$ cat src/rtl/ps2_pkg.sv
// Shared PS/2 set-2 definitions for the piano keyboard path: prefix bytes,
// parser states and key id / note encoding.
package ps2_pkg;

  localparam logic [7:0] PS2_EXT   = 8'hE0;
  localparam logic [7:0] PS2_BRK   = 8'hF0;
  localparam int         KEY_W     = 9;
  localparam int         NOTE_NONE = 0;

  typedef enum logic [1:0] {
    IDLE   = 2'd0,
    EXT    = 2'd1,
    BRK    = 2'd2,
    EXTBRK = 2'd3
  } parseState_e;

endpackage

$ cat src/rtl/ps2_note_map.sv
// Combinational key id {ext, code} -> note lookup; NOTE_NONE marks an
// unmapped key. Shared with the legacy mono decoder.
module ps2_note_map
  import ps2_pkg::*;
#(
  parameter int NOTE_W = 8
) (
  input  logic [KEY_W-1:0]  keyId,
  output logic [NOTE_W-1:0] note
);

  // Key id to note table
  always_comb begin
    note = NOTE_W'(NOTE_NONE);
    case (keyId)
      9'h171:  note = NOTE_W'(8'd36);
      9'h169:  note = NOTE_W'(8'd38);
      9'h17A:  note = NOTE_W'(8'd40);
      9'h170:  note = NOTE_W'(8'd41);
      9'h16C:  note = NOTE_W'(8'd43);
      9'h17D:  note = NOTE_W'(8'd45);
      9'h14A:  note = NOTE_W'(8'd31);
      9'h075:  note = NOTE_W'(8'd24);
      9'h07D:  note = NOTE_W'(8'd26);
      9'h079:  note = NOTE_W'(8'd28);
      9'h077:  note = NOTE_W'(8'd29);
      9'h07C:  note = NOTE_W'(8'd33);
      9'h07B:  note = NOTE_W'(8'd35);
      default: note = NOTE_W'(NOTE_NONE);
    endcase
  end

endmodule

$ cat src/rtl/ps2_poly_keymap.sv
// Polyphonic PS/2 keymap: parses make/break sequences (with E0 prefix) and
// holds up to CHANNELS keys, one note per slot, for the tone generators.
module ps2_poly_keymap
  import ps2_pkg::*;
#(
  parameter int CHANNELS = 4,
  parameter int NOTE_W   = 8
) (
  input  logic                       iClk,
  input  logic                       iReset_n,
  input  logic                       iFlag,
  input  logic [7:0]                 iData,
  output logic [CHANNELS*NOTE_W-1:0] oNote,
  output logic [CHANNELS-1:0]        oActive,
  output logic                       oKeyOn,
  output logic                       oKeyOff,
  output logic                       oOverflow
);

  parseState_e parseState;
  parseState_e parseNext;
  logic isMake;
  logic isBreak;
  logic isExt;
  logic [KEY_W-1:0]    keyId;
  logic [NOTE_W-1:0]   mapNote;
  logic [CHANNELS-1:0] hitVec;
  logic [CHANNELS-1:0] activeVec;
  logic [CHANNELS-1:0] freeVec;
  logic [CHANNELS-1:0] lowFree;
  logic allocEn;
  logic overflowEn;
  logic releaseEn;

  // Parser next state and make/break event decode for the byte on iData
  always_comb begin
    parseNext = parseState;
    isMake    = 1'b0;
    isBreak   = 1'b0;
    isExt     = 1'b0;
    if (iFlag) begin
      case (parseState)
        IDLE: begin
          if (iData == PS2_EXT) begin
            parseNext = EXT;
          end else if (iData == PS2_BRK) begin
            parseNext = BRK;
          end else begin
            isMake = 1'b1;
          end
        end
        EXT: begin
          if (iData == PS2_BRK) begin
            parseNext = EXTBRK;
          end else if (iData == PS2_EXT) begin
            parseNext = EXT;
          end else begin
            isMake    = 1'b1;
            isExt     = 1'b1;
            parseNext = IDLE;
          end
        end
        BRK: begin
          if (iData == PS2_BRK) begin
            parseNext = BRK;
          end else if (iData == PS2_EXT) begin
            parseNext = EXTBRK;
          end else begin
            isBreak   = 1'b1;
            parseNext = IDLE;
          end
        end
        EXTBRK: begin
          if ((iData == PS2_BRK) || (iData == PS2_EXT)) begin
            parseNext = EXTBRK;
          end else begin
            isBreak   = 1'b1;
            isExt     = 1'b1;
            parseNext = IDLE;
          end
        end
        default: parseNext = IDLE;
      endcase
    end else begin
      parseNext = parseState;
    end
  end

  assign keyId = {isExt, iData};

  ps2_note_map #(.NOTE_W(NOTE_W)) uNoteMap (
    .keyId (keyId),
    .note  (mapNote)
  );

  // Isolate the lowest set bit of the free mask: x & -x
  assign freeVec    = ~activeVec;
  assign lowFree    = freeVec & (~freeVec + CHANNELS'(1));
  assign allocEn    = isMake && (mapNote != NOTE_W'(NOTE_NONE)) && !(|hitVec) && (|freeVec);
  assign overflowEn = isMake && (mapNote != NOTE_W'(NOTE_NONE)) && !(|hitVec) && !(|freeVec);
  assign releaseEn  = isBreak && (|hitVec);
  assign oActive    = activeVec;

  for (genvar k = 0; k < CHANNELS; k++) begin : gSlot
    logic [KEY_W-1:0]  idR;
    logic [NOTE_W-1:0] noteR;
    logic              activeR;

    assign hitVec[k]                  = activeR && (idR == keyId);
    assign activeVec[k]               = activeR;
    assign oNote[k*NOTE_W +: NOTE_W]  = noteR;

    // Slot k: take a new key when chosen as lowest free, drop it on its break
    always_ff @(posedge iClk or negedge iReset_n) begin
      if (!iReset_n) begin
        idR     <= '0;
        noteR   <= NOTE_W'(NOTE_NONE);
        activeR <= 1'b0;
      end else if (allocEn && lowFree[k]) begin
        idR     <= keyId;
        noteR   <= mapNote;
        activeR <= 1'b1;
      end else if (releaseEn && hitVec[k]) begin
        noteR   <= NOTE_W'(NOTE_NONE);
        activeR <= 1'b0;
      end else begin
        activeR <= activeR;
      end
    end
  end

  // Parser state and one-cycle event pulses
  always_ff @(posedge iClk or negedge iReset_n) begin
    if (!iReset_n) begin
      parseState <= IDLE;
      oKeyOn     <= 1'b0;
      oKeyOff    <= 1'b0;
      oOverflow  <= 1'b0;
    end else begin
      parseState <= parseNext;
      oKeyOn     <= allocEn;
      oKeyOff    <= releaseEn;
      oOverflow  <= overflowEn;
    end
  end

endmodule
$ cat config.mk
export PLATFORM = sky130hd
export DESIGN_NAME = ps2_poly_keymap
export DESIGN_NICKNAME = d
export VERILOG_FILES = /design/src/rtl/ps2_pkg.sv /design/src/rtl/ps2_note_map.sv /design/src/rtl/ps2_poly_keymap.sv
export SDC_FILE = /design/constraint.sdc
export NUM_CORES = 1
export LEC_CHECK = 0
export BUFFER_PORTS_ARGS = -buffer_cell sky130_fd_sc_hd__buf_2
export CORE_MARGIN = 2
export CORE_UTILIZATION = 33
export DETAILED_ROUTE_END_ITERATION = 10
export PLACE_DENSITY_LB_ADDON = 0.3
export REMOVE_ABC_BUFFERS = 1
export SLEW_MARGIN = 30
export SYNTH_ARGS = -nofsm -noshare
export SYNTH_HDL_FRONTEND = slang
export SYNTH_SLANG_ARGS = --single-unit
$ cat constraint.sdc
create_clock -name iClk -period 2.32 [get_ports iClk]
set_input_delay 0.464 -clock iClk [delete_from_list [all_inputs] [get_ports iClk]]
set_output_delay 0.464 -clock iClk [all_outputs]
set_load 0.005 [all_outputs]
# After elaboration in Yosys (flattened, before gate mapping)

Index checks and enable logic that the tools add are counted.

Muxes and demuxes: 36
Equal/unequal tests: 23
Add/sub/neg operators: 1
Bitwise gates (word level): 3
Reductions and logical operators: 29

Operators by type and width:

| operator                                                         | count |
|---|---|
| 6-bit case mux with 13 select lines                              | 1 |
| 8-bit two-way mux                                                | 8 |
| 9-bit == test (second input constant)                            | 7 |
| 9-bit by 7-bit == test with 1-bit output (second input constant) | 6 |
| 9-bit == test                                                    | 4 |
| 1-bit logical AND                                                | 17 |
| 1-bit two-way mux                                                | 17 |
| 8-bit == test (second input constant)                            | 2 |
| 2-bit two-way mux                                                | 6 |
| 4-bit NOT                                                        | 2 |
| 2-bit case mux with 4 select lines                               | 1 |
| 2-bit nonzero test                                               | 4 |
| 8-bit nonzero test                                               | 1 |
| 4-bit OR reduction                                               | 2 |
| 1-bit case mux with 2 select lines                               | 3 |
| 4-bit by 1-bit adder with 4-bit output (second input constant)   | 1 |
| 4-bit AND                                                        | 1 |
| 2-bit == test (second input constant)                            | 2 |
| 3-bit inequality test (second input constant)                    | 1 |
| 2-bit by 1-bit == test with 1-bit output (second input constant) | 1 |
| 1-bit logical NOT                                                | 2 |
| 2-bit logical NOT                                                | 1 |
| 2-bit AND reduction                                              | 1 |
| 1-bit logical OR                                                 | 1 |

Flip-flop bits (word level): 77
Output and inout bits: 39
Word-level logic and storage cells: 108
Bits of input ports: 11

# Longest topological paths before layout

Gate-level depths: netlist (run 1).

Depth after elaboration: 13
Gate-level depth with buffers: 10

# Modules after synthesis

A second synthesis (run 1) with hierarchy kept.

Cells, all modules: 371
Area total of the unflattened synthesis: 4095.2 um2

Modules (own cells, without submodules):

| module          | times used | cells each | area each (um2) | sequential area each (um2) |
|---|---|---|---|---|
| ps2_poly_keymap | 1          | 317        | 3694.8          | 1926.8 |
| ps2_note_map    | 1          | 54         | 400.4           | 0.0 |

# Least setup slack after synthesis (run 1)

No wires, ideal clock.

Path type: input -> register
From: input iData[1]
To: register gSlot[1].idR[5]
Setup time: 0.125 ns
Data arrival time: 2.637 ns
Buffers on the path: 2
Stages on the path: 9
Path slack: -0.442 ns
Path through: buf_2 > nor3b_1 > a21oi_4 > xnor2_1 > a22oi_1 > nand3_2 > nor4b_4 > buf_6 > mux2_4

Word-level cells in the longest chain between the ends: 12
Elaborated cells on any way between the ends: 41
Those cells by class: eq/ne (19); mux (10); reduce/logical (12)

RTL lines:

| item                                                                            | RTL line                                     | text |
|---|---|---|
| from (decl)                                                                     | ps2_poly_keymap.sv:12                        | `input logic [7:0] iData,` |
| 8-bit == test, on equally long branches                                         | --                                           |  |
| 1-bit two-way mux / 1-bit logical OR (equally long branches)                    | ps2_poly_keymap.sv:55, ps2_poly_keymap.sv:74 |  |
| 1-bit two-way mux, on equally long branches                                     | ps2_poly_keymap.sv:53, ps2_poly_keymap.sv:74 |  |
| 1-bit case mux with 2 select lines                                              | ps2_poly_keymap.sv:42                        | `case (parseState)` |
| 1-bit two-way mux                                                               | ps2_poly_keymap.sv:41                        | `if (iFlag) begin` |
| 9-bit by 7-bit == test with 1-bit output, or another cell as far along          | ps2_note_map.sv:15                           | `case (keyId)` |
| 6-bit case mux with 13 select lines / 1-bit logical AND (equally long branches) | ps2_note_map.sv:15, ps2_poly_keymap.sv:109   |  |
| 8-bit nonzero test / 4-bit OR reduction (equally long branches)                 | ps2_poly_keymap.sv:99                        | `assign allocEn = isMake && (mapNote != NOTE_W'(NOTE_NONE)) && !(\|hitVec) && (\|freeVec);` |
| 1-bit logical AND / 1-bit logical NOT (equally long branches)                   | ps2_poly_keymap.sv:99                        |  |
| 1-bit logical AND * (2 in a row)                                                | ps2_poly_keymap.sv:99                        |  |
| 1-bit logical AND *                                                             | ps2_poly_keymap.sv:119                       | `end else if (allocEn && lowFree[k]) begin` |
| to (signal assigned)                                                            | ps2_poly_keymap.sv:120                       | `idR <= keyId;` |
| to (decl)                                                                       | ps2_poly_keymap.sv:105                       | `logic [KEY_W-1:0] idR;` |

Every way passes the cells marked *; elsewhere a longest branch is shown, timed or not.
A chain may end at the register's enable or synchronous reset.

# Worst setup path after layout (run 1)

From: input iData[3]
To: register gSlot[1].idR[4]

Same word-level chain as after synthesis.

==> flow_summary_export.csv, run 1 <==
group,metric,value,unit
status,outcome,"finished, violations left",
status,violations,"setup timing",
cells_and_area,final_nets,433,
timing,worst_pin_slew,0.9459,ns
synth,yosys.area.top_type,"dfrtp_1",
timing,fmax,421.4,MHz
worst_setup_path,reg2reg_depth,7,
detailed_routing,wl_per_cell,15.85,um
global_route,grt_max_degree,70,
cts,root_buffer,"clkbuf_16",
detailed_routing,first_iter_violations,148,
cells_and_area,fin_area,0.005094,mm2
worst_setup_path,critPathMaxFanout,7,
floorplanning,die_h,110.3,um
worst_setup_path,cp-start-kind,"primary input",
synth,synth_cell_types,54,
synth,ys_seq_area_share,46.28,%
cells_and_area,final_cells,567,
timing,hold_violations,0,
global_route,gr-total-overflow,0,
floorplanning,io_pins,50,
timing,skew,0.004716,ns
worst_setup_path,critPathCaptureType,"flip-flop",
cells_and_area,area_growth,36.52,%
floorplanning,start_util,34.12,%
cts,cts_hold_buffers,0,
pwr,power,2.954,mW
worst_setup_path,arrival,2.59,ns
detailed_routing,vias_per_cell,4.811,
worst_setup_path,r2r_slack,0.01,ns
timing,layout_setup_ws,-0.05330,ns
worst_setup_path,r2r_end,"gSlot[3].noteR[5]",
synth,postSynthAreaPerCell,11.73,um2
synth,synth_seq_cells,69,
synth,synth_top_cell_area_share,46.28,%
detailed_routing,drc_errors,0,
cells_and_area,insertedDiodeCount,0,
detailed_routing,antenna_left,0,
placement,gp_congestion,0.8328,
floorplanning,fp.dieW,110.3,um
timing,setup_violations,23,
cts,cts_max_path_buffers,2,
cts,cts_tree,"yes",
global_route,antenna_found_initial,0,
cts,h-tree-depth,3,
global_route,grt_pass1_vias,2815,
synth,synth-async-reset-ratio,100.0,%
placement,portBuffers,41,
floorplanning,core_area,0.01094,mm2
worst_setup_path,r2r-start,"parseState[0]",
pwr,vdd_drop_max,315.4,uV
synth,synthesis.instances,318,
cts,cts_buffers,9,
cts,cts_sinks,69,
synth,ys_top_cells_by_area,"dfrtp_1 (46%), mux2_2 (8.5%), xnor2_1 (6.8%), mux2i_1 (5.4%), buf_4 (2.8%)",
timing,fin_crit_sh,102.3,%
floorplanning,dieArea,0.01217,mm2
global_route,grt_usage,16.02,%
worst_setup_path,crit_type,"primary input to flip-flop",
placement,hpwl,6450,um
synth,synth_ff_type,"dfrtp_1",
synth,synth_common_cells,"dfrtp_1 (69), xnor2_1 (29), mux2_2 (28)",
pwr,pwr_density_cell,579.9,mW/mm2
worst_setup_path,required,2.54,ns
detailed_routing,detail_route.wirelength,8988,um
placement,placedInstanceArea,0.004484,mm2
floorplanning,rows,38,
timing,rsz0062_at_grt,"yes",
timing,relSlewSlack,36.80,%
timing,period_needed,2.373,ns
hold_path,min_path_type,"primary input to async pin",
run,maxCapViolations,0,
synth,yosys_warnings,0,
synth,post-synth-top-count-cell,"dfrtp_1",
detailed_routing,dr.pass1.iters,4,
timing,maxSlewViolCount,0,
synth,synth_edf_count,0,
cts,clkLatencyLatePin,0.33,ns
cells_and_area,drive_above_1_share,46.14,%
cts,path_clk_slew,0.06,ns
pwr,total_leakage_power,2.410,nW
synth,synthesis.area,0.003731,mm2
global_route,grt_pass1_wl,14570,um
detailed_routing,via_count,2728,
placement,dp_cells,538,
[routing by layer]
layer / GRT usage [%] / up-vias / wire [um]
li1: - / 1300 / -
met1: 21.53 / 1374 / 4327
met2: 24.85 / 43 / 4246
met3: 3.586 / 11 / 256
met4: 6.875 / 0 / 157
met5: 0 / - / 0
[cell families after synthesis]
family	share of synthesized area, %
XOR/XNOR	8.685
other	0.1005
flip-flops	46.28
multiplexers	15.53
buffers and inverters	6.137
AO/OA/AOI/OAI	5.366
AND/OR/NAND/NOR	17.91
[how the worst max path moves through the flow]
stage	slack, ns	start	depth (start not counted)	to
final	-0.05	iData[3]	12	gSlot[1].idR[4]
after global placement	-0.38	iData[2]	9	gSlot[2].idR[3]
after detailed placement	-0.43	iData[2]	9	gSlot[1].idR[2]
after global routing	-0.16	iData[3]	13	gSlot[2].noteR[2]
after floorplan	-0.52	iData[2]	7	gSlot[1].idR[0]
after CTS	-0.03	iData[3]	10	gSlot[2].idR[5]
[worst max-delay path, cell delays in order]
cell and delay (ns):
buf_12 0.11, nor4bb_4 0.38, a21oi_4 0.13, buf_6 0.14, xnor2_1 0.11, nand4_1 0.14, nand3_2 0.12, buf_4 0.16
nor4b_4 0.19, buf_4 0.17, clkbuf_16 0.14, mux2_2 0.32
[repair_timing]
action                     in CTS  in global routing
setup endpoints to repair      28                 37
resized for setup              19                 27
pin swaps                       4                  7
hold endpoints to repair        0                  0
setup buffers                   7                  5
cloned                          1                  1
[per-stage QoR]
step	setup WS, ns	hold slack [ns]	setup TNS, ns	util (%)
6_report	-0.05330	0.1421	-0.6229	46.58
5_1_grt	-0.1574	0.1840	-4.545	46.58
4_1_cts	-0.03253	0.1663	-0.1104	45.11
3_5_place_dp	-0.4250	0.4772	-18.21	41.01
3_3_place_gp	-0.3810	0.4738	-16.02	41.01
2_1_floorplan	-0.5244	0.1684	-17.29	-
[sequential cells by signal, indices dropped and copies added (netlist names)]
signal         cells
gSlot.activeR      4
gSlot.idR         36
gSlot.noteR       24
oKeyOff            1
oKeyOn             1
oOverflow          1
parseState         2
[layout make-up]
cell class / count / area (um2)
repair buffers: 117 / 948.4
clock inverters: 5 / 35.03
inverters: 4 / 15.01
fillers: 1009 / 5842
clock buffers: 11 / 252.7
flip-flops and latches: 69 / 1727
multi-input cells: 221 / 1941
well taps: 140 / 175.2
[layout by cell type, fill, tap and decap left out, types with 3 or more instances in the layout]
cell	count
xnor2_1	25
mux2_2	16
buf_4	62
buf_6	8
conb_1	8
xor2_1	8
mux2i_1	20
xnor2_2	4
a21o_1	5
nand2b_1	3
mux2_4	15
nor3_1	4
dfrtp_1	69
and2_1	3
nand2_1	26
inv_1	4
nor2_1	7
nor4_2	4
nor2b_1	5
or2_2	7
nor4_4	3
a21oi_1	5
clkbuf_16	11
nand4_1	9
nand3_1	6
buf_12	7
buf_2	36
[where the power goes]
part	internal, mW	switching (mW)	total [mW]
Clock	0.781	0.518	1.30
Combinational	0.185	0.169	0.354
Sequential	1.25	0.0467	1.30
No activity file was read; power rests on OpenSTA's default activity.
==> run 2, diff against run 1 <==
--- a/config.mk
+++ b/config.mk
@@ -9,3 +9,3 @@
 export CORE_MARGIN = 2
-export CORE_UTILIZATION = 33
+export CORE_UTILIZATION = 52
 export DETAILED_ROUTE_END_ITERATION = 10
--- a/constraint.sdc
+++ b/constraint.sdc
@@ -3,2 +3,2 @@
 set_output_delay 0.464 -clock iClk [all_outputs]
-set_load 0.005 [all_outputs]
+set_load 0.1 [all_outputs]
==> run 2 against run 1 <==
  * Clock-buffer cell count fell by 2
  * Die area decreased by 35%
  * The flow still finishes with violations (setup timing)
  * Clock power is 32% lower
  * Fmax about the same
  * Clock skew increased by 0.0081 ns
  * Global-route usage is 7.5 points higher
  * First-iteration DRC count fell by 2.0%
  * Design area down 1.6%
  * Combinational power up 38%
  * Largest cell class unchanged
==> flow_summary_export.csv, run 2 (same netlist as run 1, synthesis figures left out) <==
group,metric,value,unit
cts,cts_buffers,9,
global_route,gr-total-overflow,0,
timing,skew,0.01281,ns
detailed_routing,dr.pass1.iters,4,
detailed_routing,vias_per_cell,5.346,
cts,clkLatencyLatePin,0.36,ns
detailed_routing,wl_per_cell,18.61,um
hold_path,min_path_type,"primary input to async pin",
worst_setup_path,cp-start-kind,"primary input",
cts,cts_max_path_buffers,2,
worst_setup_path,cpMaxStageDelayCell,"nor4bb_4",
worst_setup_path,r2r-start,"gSlot[3].idR[5]",
worst_setup_path,reg2reg_depth,11,
floorplanning,dieArea,0.007869,mm2
timing,period_needed,2.376,ns
cts,h-tree-depth,3,
cts,root_buffer,"clkbuf_8",
timing,rsz0062_at_grt,"yes",
cells_and_area,largest_reg_flops,36,
pwr,vdd_drop_max,355.1,uV
timing,hold_violations,0,
status,violations,"setup timing",
cells_and_area,insertedDiodeCount,0,
timing,fmax,421.0,MHz
floorplanning,io_pins,50,
placement,gp_congestion,0.8546,
cts,cts_tree,"yes",
worst_setup_path,critPathBufInv,5,
timing,layout_setup_ws,-0.05554,ns
worst_setup_path,critPathMaxFanout,8,
timing,fin_crit_sh,102.4,%
pwr,total_leakage_power,2.383,nW
floorplanning,fp.dieW,88.71,um
worst_setup_path,critPathTopFamily,"simple AND/OR/NAND/NOR gates",
floorplanning,die_h,88.71,um
detailed_routing,detail_route.wirelength,9845,um
placement,dp_cells,495,
placement,hpwl,6157,um
global_route,grt_pass1_wl,13700,um
cells_and_area,final_nets,439,
cells_and_area,final_core_util,72.99,%
worst_setup_path,critPathCaptureType,"flip-flop",
cells_and_area,layout_commonest_cell,"dfrtp_1",
cells_and_area,area_growth,34.37,%
cells_and_area,reg_top3,"gSlot.idR (36), gSlot.noteR (24), gSlot.activeR (4)",
worst_setup_path,slowest_delay,0.38,ns
run,maxCapViolations,0,
status,outcome,"finished, violations left",
global_route,grt_max_degree,70,
cells_and_area,nFillCells,451,
worst_setup_path,cp_num_cells,12,
timing,maxSlewViolCount,0,
worst_setup_path,r2r_slack,-0.05,ns
cts,path_clk_slew,0.08,ns
cts,cts_sinks,69,
pwr,pwr_density_cell,534.4,mW/mm2
cells_and_area,fin_area,0.005014,mm2
worst_setup_path,r2r_end,"gSlot[3].idR[8]",
cells_and_area,top_register,"gSlot.idR",
timing,setup_violations,19,
global_route,antenna_found_initial,0,
global_route,grt_usage,23.55,%
cells_and_area,final_cells,529,
detailed_routing,via_count,2828,
worst_setup_path,crit_path_cell_trace,"buf_12 -> nor4bb_4 -> a21oi_4 -> buf_6 -> xnor2_1 -> nand4_1 -> nand3_4 -> buf_12 -> nor4_4 -> buf_4 -> clkbuf_16 -> mux2_4",
floorplanning,rows,30,
worst_setup_path,arrival,2.62,ns
floorplanning,start_util,54.32,%
worst_setup_path,critPathMostFrequentCell,"buf_12",
worst_setup_path,required,2.56,ns
detailed_routing,antenna_left,0,
floorplanning,core_area,0.006869,mm2
detailed_routing,first_iter_violations,145,
placement,placedInstanceArea,0.004399,mm2
global_route,grt_pass1_vias,2657,
cells_and_area,final_cell_mix,"dfrtp_1 (68), buf_4 (64), buf_2 (36)",
detailed_routing,drc_errors,0,
worst_setup_path,crit_type,"primary input to flip-flop",
placement,portBuffers,41,
cells_and_area,drive_above_1_share,46.88,%
==> run 2: metal layers <==
metal / up-vias / track usage, % / wire length [um]
met5: - / 0 / 0
met2: 61 / 36.50 / 4990
met4: 0 / 10.47 / 241
met3: 23 / 4.104 / 335
met1: 1435 / 32.51 / 4277
li1: 1309 / - / -
==> run 2: worst max path at each step <==
stage	from	endpoint
floorplan	iData[2]	gSlot[1].idR[0]
global placement	iData[2]	gSlot[1].idR[8]
detailed placement	iData[2]	gSlot[1].idR[0]
CTS	iData[3]	gSlot[1].idR[0]
global route	iData[2]	gSlot[1].idR[4]
finish	iData[2]	gSlot[3].idR[8]
==> run 2: report_power, final <==
group,switching [mW],internal (mW),total (mW),leakage [nW]
logic,0.295,0.194,0.488,1.35
clock network,0.496,0.390,0.887,0.0856
registers,0.0521,1.25,1.30,0.950
total,0.843,1.84,2.68,2.38
==> run 2: final cells by class <==
| class | instances | area [um2] | area share (%) |
|---|---|---|---|
| Tap cell | 96 | 120.1 | 2.396 |
| Clock inverter | 7 | 51.30 | 1.023 |
| Multi-Input combinational cell | 222 | 1979 | 39.48 |
| Sequential cell | 69 | 1728 | 34.46 |
| Timing Repair Buffer | 122 | 996.0 | 19.87 |
| Clock buffer | 9 | 123.9 | 2.471 |
| Inverter | 4 | 15.01 | 0.2995 |
==> run 2: what timing repair did <==
| action | 4_1_cts | 5_1_grt |
|---|---|---|
| hold buffers | 0 | 0 |
| setup endpoints to repair | 36 | 49 |
| gates resized for setup | 7 | 59 |
| setup buffers | 0 | 16 |
| gates cloned | 0 | 3 |
| pin swaps | 2 | 10 |
| endpoints found under the hold margin | 0 | 0 |
==> run 2: through the flow <==
step | setup TNS, ns | hold slack [ns] | worst slack, ns | power, mW
after floorplan | -18.86 | 0.1684 | -0.5245 | 1.590
after global placement | -17.47 | 0.4726 | -0.3709 | 1.753
final | -0.6066 | 0.09914 | -0.05554 | 2.679
after global routing | -4.574 | 0.1466 | -0.1798 | 2.771
after CTS | 0 | 0.1477 | 0.01043 | 2.628
after detailed placement | -20.81 | 0.4778 | -0.4370 | 1.763
==> run 3, diff against run 2 <==
- CORE_UTILIZATION: 52 -> 58
- clock period: 2.32 -> 2.49 ns (I/O delays scaled with it)
==> run 3 against run 2 <==
  * The run now ends clean
  * Design area fell by 7.2%
  * Sequential cell count did not move
  * Utilization grew 1.1 points
  * Register-to-register slack improved by 0.15 ns
  * Sequential share of layout area is 2.7 points higher
  * Critical path type unchanged
  * Setup slack better by 0.098 ns
  * Clock power is 5.4% lower
  * Clock-buffer cell count unchanged
  * Largest power group unchanged
==> flow_summary_export.csv, run 3 (same netlist as run 1, synthesis figures left out) <==
group,metric,value,unit
global_route,grt_pass1_wl,14020,um
pwr,pwr_density_cell,530.5,mW/mm2
cts,root_buffer,"clkbuf_8",
pwr,pwr-share-seq,49.0,%
pwr,p_int,1.696,mW
cts,h-tree-depth,3,
worst_setup_path,cp-start-kind,"primary input",
global_route,grt_pass1_vias,2850,
detailed_routing,first_iter_violations,274,
placement,portBuffers,41,
pwr,p_comb_share,17.0,%
detailed_routing,vias_per_cell,5.521,
global_route,antenna_found_initial,0,
worst_setup_path,crit_type,"primary input to flip-flop",
pwr,power_switching,0.7709,mW
floorplanning,start_util,59.44,%
worst_setup_path,arrival,2.68,ns
hold_path,min_path_type,"primary input to async pin",
timing,period_needed,2.448,ns
pwr,power,2.467,mW
floorplanning,dieArea,0.007090,mm2
worst_setup_path,cpMaxStageDelayCell,"a2111oi_4",
cts,cts_sinks,69,
cells_and_area,multi_input_comb_area,0.001842,mm2
pwr,swShare,31.24,%
cells_and_area,final_core_util,74.09,%
timing,relSlewSlack,59.14,%
cells_and_area,area_growth,24.65,%
pwr,total_leakage_power,2.259,nW
detailed_routing,drc_errors,0,
worst_setup_path,r2r-start,"parseState[0]",
floorplanning,core_area,0.006277,mm2
floorplanning,fp.dieW,84.21,um
cts,cts_tree,"yes",
cts,cts_max_path_buffers,2,
detailed_routing,detail_route.wirelength,8883,um
detailed_routing,wl_per_cell,17.80,um
cells_and_area,largest_reg_flops,36,
timing,skew,0.008485,ns
floorplanning,io_pins,50,
worst_setup_path,crit_path_cell_trace,"buf_6 -> or3b_4 -> a2111oi_4 -> a21oi_2 -> nand4bb_4 -> nand2_4 -> buf_4 -> nor4_4 -> buf_12 -> mux2_2",
cells_and_area,insertedDiodeCount,0,
cells_and_area,regArea,0.001727,mm2
status,outcome,"complete, no violations",
worst_setup_path,r2r_slack,0.10,ns
floorplanning,rows,29,
timing,setup_violations,0,
cts,clkLatencyLatePin,0.35,ns
detailed_routing,antenna_left,0,
global_route,grt_usage,25.75,%
timing,fin_hold_ws,0.1573,ns
pwr,vdd_drop_max,372.2,uV
cts,cts_hold_buffers,0,
worst_setup_path,critPathCaptureType,"flip-flop",
worst_setup_path,reg2reg_depth,9,
cts,cts_buffers,9,
cells_and_area,drive_above_1_share,43.84,%
cells_and_area,reg_top3,"gSlot.idR (36), gSlot.noteR (24), gSlot.activeR (4)",
placement,gp_congestion,0.9514,
worst_setup_path,r2r_end,"gSlot[0].noteR[1]",
cells_and_area,final_cell_mix,"dfrtp_1 (69), buf_4 (68), buf_2 (37)",
run,maxCapViolations,0,
cells_and_area,final_nets,428,
floorplanning,die_h,84.21,um
cells_and_area,top_register,"gSlot.idR",
pwr,clkPwrFrac,34.0,%
cts,path_clk_slew,0.08,ns
timing,fmax,408.5,MHz
cells_and_area,layout_commonest_cell,"dfrtp_1",
worst_setup_path,critPathMaxFanout,11,
timing,maxSlewViolCount,0,
timing,worst_pin_slew,0.6129,ns
worst_setup_path,required,2.72,ns
timing,fin_crit_sh,98.30,%
cells_and_area,nFillCells,403,
global_route,gr-total-overflow,0,
detailed_routing,via_count,2755,
placement,hpwl,6200,um
detailed_routing,dr.pass1.iters,4,
timing,hold_violations,0,
worst_setup_path,slowest_delay,0.41,ns
global_route,grt_max_degree,27,
run 3: cell count changes in the layout (fill, tap and decap cells not counted), moves of 2 or more:
cell       previous run  this run
nor4_1                1         3
buf_6                10         5
clkbuf_16             2         0
buf_8                 3         0
mux2_4               26         2
mux2_1                1         3
nor4_2                3         1
buf_4                64        68
mux2_2                6        28
inv_6                 1         4
buf_12                6         2
clkinv_4              2         0
run 3: layout make-up:
class                           instances  share of cell area, %
Multi-Input combinational cell        221                  39.60
Clock buffer                            9                  2.663
Clock inverter                          7                  1.184
Tap cell                               77                  2.072
Sequential cell                        69                  37.13
Inverter                                4                 0.3228
Timing Repair Buffer                  112                  17.03
run 3: how the worst max path moves through the flow:
stage | from | endpoint | cells past startpoint
after floorplan | iData[2] | gSlot[1].idR[0] | 7
after global placement | iData[2] | gSlot[1].idR[8] | 9
after detailed placement | iData[2] | gSlot[1].idR[1] | 9
after CTS | iData[3] | gSlot[1].idR[1] | 9
after global routing | iData[3] | gSlot[1].idR[3] | 9
final | iData[3] | gSlot[3].idR[1] | 10
run 3: stage by stage:
stage               area (um2)  cells  setup WS, ns  TNS [ns]
finish                    4651    499       0.04230         0
global route              4651    499      -0.04629   -0.3859
CTS                       4527    491       0.04680         0
detailed placement        4343    475       -0.3667    -15.13
global placement          4343    475       -0.2400    -9.331
floorplan                 3543    294       -0.3885    -10.91
run 3: critical path: cells and delay by family:
kind	cells	cell delay, ns
buffers and inverters	3	0.44
AO/OA/AOI/OAI	2	0.52
multiplexers	1	0.34
AND/OR/NAND/NOR	4	0.87
run 3: per-layer routing:
metal | vias to the layer above | global-route usage (%) | part of all wire, %
li1 | 1281 | - | -
met1 | 1367 | 32.28 | 41
met2 | 88 | 43.36 | 51
met3 | 19 | 4.916 | 5.2
met4 | 0 | 11.88 | 2.1
met5 | - | 0 | 0
run 3: power groups by stage:
stage | combinational (mW) | clock [mW] | sequential, mW
floorplan | 0.197 | 0 | 1.28
global placement | 0.400 | 0 | 1.23
detailed placement | 0.407 | 0 | 1.23
CTS | 0.409 | 0.856 | 1.21
global route | 0.447 | 0.902 | 1.22
finish | 0.419 | 0.839 | 1.21
run 3: timing repair:
action                                  4_1_cts  5_1_grt
cloned                                        0        1
setup buffers                                 0        7
resized for setup                             1       20
endpoints found under the setup margin        1       18
pin swaps                                     2       10
